==> src/rtl/waveform_sequencer.sv <==
// Waveform sequencer: steps a sample-memory address window on each waveform clock rising edge
// and forwards the returned samples to the DAC interface with a valid strobe.
module waveform_sequencer #(
    parameter int unsigned ADDR_WIDTH = 10,
    parameter int unsigned DATA_WIDTH = 12
) (
    input  logic                  sys_clk_i,
    input  logic                  sys_rst_i,
    input  logic                  ws_en_i,
    input  logic                  ws_mode_i,
    input  logic                  ws_wc_clk_i,
    input  logic [ADDR_WIDTH-1:0] ws_start_addr_i,
    input  logic [ADDR_WIDTH-1:0] ws_end_addr_i,
    output logic                  ws_mem_rd_o,
    output logic [ADDR_WIDTH-1:0] ws_mem_addr_o,
    input  logic [DATA_WIDTH-1:0] ws_mem_data_i,
    output logic [DATA_WIDTH-1:0] ws_sample_o,
    output logic                  ws_sample_vld_o,
    output logic                  ws_busy_o,
    output logic                  ws_done_o
);

    typedef enum logic [1:0] {StIdle, StRun, StDone} state_e;

    state_e                  state_q, state_d;
    logic [ADDR_WIDTH-1:0]   ptr_q, ptr_d;
    logic [ADDR_WIDTH-1:0]   start_q, start_d;
    logic [ADDR_WIDTH-1:0]   end_q, end_d;
    logic                    mode_q, mode_d;
    logic                    wc_prev_q;
    logic                    rd_q, rd_d;
    logic [ADDR_WIDTH-1:0]   addr_q, addr_d;
    logic                    last_q, last_d;
    logic [DATA_WIDTH-1:0]   sample_q, sample_d;
    logic                    vld_q, done_q;
    logic                    tick;

    assign tick = ws_wc_clk_i & ~wc_prev_q;

    always_comb begin
        state_d  = state_q;
        ptr_d    = ptr_q;
        start_d  = start_q;
        end_d    = end_q;
        mode_d   = mode_q;
        rd_d     = 1'b0;
        addr_d   = addr_q;
        last_d   = 1'b0;
        sample_d = rd_q ? ws_mem_data_i : sample_q;

        unique case (state_q)
            StIdle: begin
                if (ws_en_i) begin
                    start_d = ws_start_addr_i;
                    end_d   = ws_end_addr_i;
                    mode_d  = ws_mode_i;
                    ptr_d   = ws_start_addr_i;
                    state_d = StRun;
                end
            end
            StRun: begin
                if (!ws_en_i) begin
                    state_d = StIdle;
                end else if (tick) begin
                    rd_d   = 1'b1;
                    addr_d = ptr_q;
                    if (ptr_q != end_q) begin
                        ptr_d = ptr_q + ADDR_WIDTH'(1);
                    end else if (!mode_q) begin
                        ptr_d = start_q;
                    end else begin
                        // Final read of a one-shot; done follows with its sample.
                        last_d  = 1'b1;
                        state_d = StDone;
                    end
                end
            end
            StDone: begin
                if (!ws_en_i) begin
                    state_d = StIdle;
                end
            end
            default: state_d = StIdle;
        endcase
    end

    always_ff @(posedge sys_clk_i or negedge sys_rst_i) begin
        if (!sys_rst_i) begin
            state_q   <= StIdle;
            ptr_q     <= '0;
            start_q   <= '0;
            end_q     <= '0;
            mode_q    <= 1'b0;
            wc_prev_q <= 1'b0;
            rd_q      <= 1'b0;
            addr_q    <= '0;
            last_q    <= 1'b0;
            sample_q  <= '0;
            vld_q     <= 1'b0;
            done_q    <= 1'b0;
        end else begin
            state_q   <= state_d;
            ptr_q     <= ptr_d;
            start_q   <= start_d;
            end_q     <= end_d;
            mode_q    <= mode_d;
            wc_prev_q <= ws_wc_clk_i;
            rd_q      <= rd_d;
            addr_q    <= addr_d;
            last_q    <= last_d;
            sample_q  <= sample_d;
            vld_q     <= rd_q;
            done_q    <= rd_q & last_q;
        end
    end

    assign ws_mem_rd_o     = rd_q;
    assign ws_mem_addr_o   = addr_q;
    assign ws_sample_o     = sample_q;
    assign ws_sample_vld_o = vld_q;
    assign ws_busy_o       = (state_q == StRun);
    assign ws_done_o       = done_q;

endmodule

==> config.mk <==
export PLATFORM = sky130hd
export DESIGN_NAME = waveform_sequencer
export DESIGN_NICKNAME = d
export VERILOG_FILES = /design/src/rtl/waveform_sequencer.sv
export SDC_FILE = /design/constraint.sdc
export NUM_CORES = 1
export LEC_CHECK = 0
export ABC_CLOCK_PERIOD_IN_PS = 2900
export BUFFER_PORTS_ARGS = -buffer_cell sky130_fd_sc_hd__buf_2
export CORE_MARGIN = 2
export CORE_UTILIZATION = 35
export CTS_BUF_LIST = sky130_fd_sc_hd__clkbuf_2
export DETAILED_ROUTE_END_ITERATION = 7
export PLACE_DENSITY_LB_ADDON = 0.25
export SYNTH_ARGS = -nofsm -noshare
export SYNTH_HDL_FRONTEND = slang
export SYNTH_SLANG_ARGS = --single-unit
export TNS_END_PERCENT = 5
==> constraint.sdc <==
create_clock -name sys_clk_i -period 2.9 [get_ports sys_clk_i]
set_input_delay 0.58 -clock sys_clk_i [delete_from_list [all_inputs] [get_ports sys_clk_i]]
set_output_delay 0.58 -clock sys_clk_i [all_outputs]
set_load 0.005 [all_outputs]
After elaboration in Yosys (flattened, before gate mapping)
Cells that the tools add are included.
{"block": "totals", "word_cells": 54, "out_inout_bits": 26, "register_bits": 60, "in_bits": 37}
{"block": "classes", "add_sub_neg": 1, "n_eq_ne": 11, "n_bitwise": 3, "mux": 21, "reduce_logical": 6}
{"op": "10-bit 2-to-1 mux", "count": 5}
{"op": "10-bit one-hot mux with 2 select lines", "count": 1}
{"op": "2-bit 2-to-1 mux", "count": 6}
{"op": "10-bit by 1-bit adder with 10-bit output (second input constant)", "count": 1}
{"op": "10-bit != test", "count": 1}
{"op": "5-bit AND reduction", "count": 2}
{"op": "3-bit by 2-bit != test with 1-bit output (second input constant)", "count": 3}
{"op": "1-bit 2-to-1 mux", "count": 8}
{"op": "2-bit != test (second input constant)", "count": 3}
{"op": "2-bit one-hot mux with 3 select lines", "count": 1}
{"op": "3-bit != test (second input constant)", "count": 1}
{"op": "3-bit AND reduction", "count": 1}
{"op": "1-bit AND", "count": 2}
{"op": "2-bit by 1-bit == test with 1-bit output (second input constant)", "count": 1}
{"op": "2-bit == test (second input constant)", "count": 1}
{"op": "2-bit logical NOT", "count": 1}
{"op": "2-bit by 1-bit != test with 1-bit output (second input constant)", "count": 1}
{"op": "2-bit AND reduction", "count": 1}
{"op": "2-bit nonzero test", "count": 1}
{"op": "1-bit inverter", "count": 1}

Longest topological paths before layout
{"block": "depth", "depth_word": 5, "ltp_mapped": 7, "ltp_nobuf": 6}

Worst setup path before layout
Ideal clock, no wire load.
{"block": "synth_path", "path_type": "register to register", "start": "register ptr_q[0] (netlist name)", "end": "register start_q[3]", "setup_ps": 122, "setup_slack_ps": 1030, "period_less_slack_ps": 1870, "path_stages_with_launch": 8, "arrival_ps": 1748, "n_path_buf": 2, "cell_sequence": "dfrtp_1 > buf_2 > xnor2_2 > nand2_1 > nor4_4 > nor2_2 > buf_6 > a32o_1"}
{"item": "to (signal assigned)", "line_no": "104", "text": "start_q <= start_d;"}
{"item": "to (decl)", "line_no": "27", "text": "logic [ADDR_WIDTH-1:0] start_q, start_d;"}

Final worst setup path
{"block": "layout_path", "start": "register ptr_q[2]", "end": "register ptr_q[7]"}
{"block": "layout_between", "elab_chain_len": 5}
{"item": "from (decl)", "line_no": "26", "text": "logic [ADDR_WIDTH-1:0] ptr_q, ptr_d;"}
{"item": "from (signal assigned)", "line_no": "103", "text": "ptr_q <= ptr_d;"}
{"item": "10-bit by 1-bit adder with 10-bit output / 10-bit != test (equally long branches)", "line_no": "68, 67"}
{"item": "10-bit 2-to-1 mux", "line_no": "67", "text": "if (ptr_q != end_q) begin"}
{"item": "10-bit 2-to-1 mux", "line_no": "64", "text": "end else if (tick) begin"}
{"item": "10-bit 2-to-1 mux", "line_no": "62", "text": "if (!ws_en_i) begin"}
{"item": "10-bit one-hot mux with 2 select lines", "line_no": "51", "text": "unique case (state_q)"}
Parallel ways exist; a longest one is shown, timed or not. The select of a mux whose other input is x is not followed.
A chain may end at the register's enable or synchronous reset.

==> flow_metrics.py <==
metrics = {
    "run_status": {
        "status": "finished clean",
    },
    "timing": {
        "tightest_slew_ns": 0.721,
        "fmax_mhz": 443,
        "slew_violations": 0,
        "finalHoldViolations": 0,
        "setup_viol": 0,
        "rsz0062_at_grt": "no",
        "whs_ns": 0.201,
        "min_period_ns": 2.25,
        "fin_ws_ns": 0.645,
        "slew_headroom": 0.518,
        "setup-tns-final_ns": 0,
        "fin_crit_sh": 0.778,
        "fin_skew_ns": 0.0265,
    },
    "synth": {
        "syn_nets": 290,
        "synthArstFlopShare": 1.00,
        "synth-edff-count": 0,
        "yosysUniqueCellTypes": 48,
        "ys.flop_type": "dfrtp_1",
        "syn_inst": 252,
        "ys_ff_latch": 60,
        "seq_area_frac_synth": 0.518,
        "syn_area_um2": 2900,
        "synth.avg_cell_area_um2": 11.5,
        "ys_warn_count": 0,
    },
    "layout": {
        "antenna_cells": 0,
        "layout_commonest_cell": "buf_2",
        "area_growth_pct": 19.0,
        "layout_common_cells": "buf_2 (62), dfrtp_1 (60), nand2_1 (59)",
        "drive_above_1_share": 0.346,
        "fin_nets": 360,
    },
    "floorplan": {
        "die_area_um2": 9030,
        "pin_count": 63,
        "rows": 33,
        "initial_utilization": 0.357,
        "core_um2": 8130,
        "die_h_um": 95.0,
        "fp.dieW_um": 95.0,
    },
    "power_and_ir_drop": {
        "leakagePower_nw": 1.62,
        "finalPower_mw": 2.21,
        "powerDensity_nw_per_um2": 641,
        "ir_worst_vdd_mv": 0.183,
    },
    "worst_setup_path": {
        "arrival_ns": 2.63,
        "worst-path-max-fanout": 15,
        "r2r_end": "ptr_q[7]$_DFFE_PN0P_",
        "crit_path_end": "ptr_q[7]$_DFFE_PN0P_",
        "path_class": "reg2reg",
        "start_kind": "flip-flop",
        "cpPeakStageDelay_ns": 0.59,
        "cp-end-kind": "flip-flop",
        "critPathRequiredTime_ns": 3.27,
        "crit_path_cell_trace": "xnor2_4, nand4_4, nor4_4, buf_4, nor2_2, mux2_1",
        "slowest_stage": "dfrtp_1",
        "startpoint": "ptr_q[2]$_DFFE_PN0P_",
        "rr_worst_depth": 6,
        "r2r_start": "ptr_q[2]$_DFFE_PN0P_",
        "ff2ff_setup_slack_ns": 0.65,
    },
    "clocking": {
        "clk_pin_slew_ns": 0.18,
        "cts_buffers": 9,
        "clock_latency_ns": 0.49,
        "post_cts_buffers": 0,
        "clockBufferDepth": 2,
        "cts_tree": "done",
        "cts_hold_buffers": 1,
        "cts.sinks": 60,
        "htree_levels": 3,
        "root_buffer": "clkbuf_2",
        "ctsResizeCount": 0,
    },
    "place": {
        "place_ws_ns": 0.691,
        "numPortBuffers": 62,
        "gp_congestion": 0.907,
        "dpl.hpwl_mm": 4.90,
    },
    "routing": {
        "drtIter0Drc": 99,
        "dr.pass1.iters": 4,
        "via_per_inst": 4.93,
        "drtAntennaViolNets": 0,
        "wl_mm": 6.57,
        "drc": 0,
        "wl_per_cell_um": 15.2,
        "vias": 2128,
    },
    "worst_hold_path": {
        "hold_class": "in2reg",
    },
    "grt": {
        "grt_overflow": 0,
        "grt_util_all_layers": 0.156,
        "grt_antenna_before_repair": 0,
        "grt_pass1_wl_mm": 10.4,
        "grt_pass1_vias": 2075,
        "grt_max_degree": 24,
    },
    "job": {
        "drv_cap": 0,
    },
}
==> synthesized netlist by cell type (4+ instances only) <==
cell type,n,area share
a211o_1,4,0.012
a32o_1,7,0.024
and4_1,4,0.012
buf_2,4,0.0069
buf_6,4,0.016
clkbuf_1,5,0.0065
dfrtp_1,60,0.52
mux2_1,10,0.039
mux2_2,15,0.058
mux2i_1,5,0.017
nand2_1,59,0.076
nand3_1,6,0.010
nor2_1,4,0.0052
nor3_1,4,0.0069
xnor2_1,7,0.021
xnor2_2,4,0.022
xor2_1,4,0.012
==> per-stage QoR <==
step	std cells	util	area, µm²
global placement	415	0.409	3330
finish	432	0.424	3450
CTS	432	0.424	3450
detailed placement	415	0.409	3330
global route	432	0.424	3450
floorplan	252	-	2900
==> worst max-delay path: cells and delay by family (launching register included) <==
| kind | cells | cell delay (ns) |
|---|---|---|
| AND/OR/NAND/NOR | 3 | 0.78 |
| flip-flops | 1 | 0.59 |
| multiplexers | 1 | 0.38 |
| XOR/XNOR | 1 | 0.21 |
| buffers and inverters | 1 | 0.17 |
==> cell families after synthesis <==
kind of cell / count (synthesis) / synth area share
simple gates: 94 / 0.161
flops: 60 / 0.518
compound gates: 32 / 0.0928
mux: 30 / 0.114
buf+inv: 18 / 0.0354
xor+xnor: 17 / 0.0746
fa+ha+maj: 1 / 0.00431
==> routing by layer <==
layer,GRT usage,vias up,wire length (µm)
li1,-,1039,-
met1,0.203,1006,2990
met3,0.0340,11,455
met5,0,-,0
met2,0.250,72,3020
met4,0.0688,0,100
==> area by class of cell <==
cell class                 count  area, µm²
timing repair buffer          73        395
sequential                    60       1500
clock buffer                   9       45.0
inverter                       4       15.0
fill                         803       4680
tap                          105        131
multi-input combinational    174       1300
clock inverter                 7       67.6
==> state kept, by name (all words and copies together), names as in the netlist <==
name,count
ws_mem_addr_o,10
state_q,2
ws_mem_rd_o,1
last_q,1
ws_sample_vld_o,1
wc_prev_q,1
ws_done_o,1
mode_q,1
ws_sample_o,12
end_q,10
start_q,10
ptr_q,10
==> power breakdown <==
part,leakage (nW),switching [mW],internal (mW),total (mW)
Combinational,0.817,0.265,0.302,0.567
Sequential,0.736,0.145,0.990,1.13
Clock,0.0653,0.316,0.194,0.510
==> worst min-delay path by stage <==
| stage | start | end | slack [ns] | depth (start not counted) |
|---|---|---|---|---|
| floorplan | sys_rst_i | end_q[0]$_DFFE_PN0P_ | 0.28 | 0 |
| global placement | last_q$_DFF_PN0_ | ws_done_o$_DFF_PN0_ | 0.43 | 1 |
| detailed placement | last_q$_DFF_PN0_ | ws_done_o$_DFF_PN0_ | 0.44 | 1 |
| CTS | ws_wc_clk_i | wc_prev_q$_DFF_PN0_ | 0.15 | 1 |
| global route | ws_wc_clk_i | wc_prev_q$_DFF_PN0_ | 0.15 | 1 |
| finish | ws_wc_clk_i | wc_prev_q$_DFF_PN0_ | 0.20 | 1 |
Note: power is estimated with default switching activity, not from simulation.
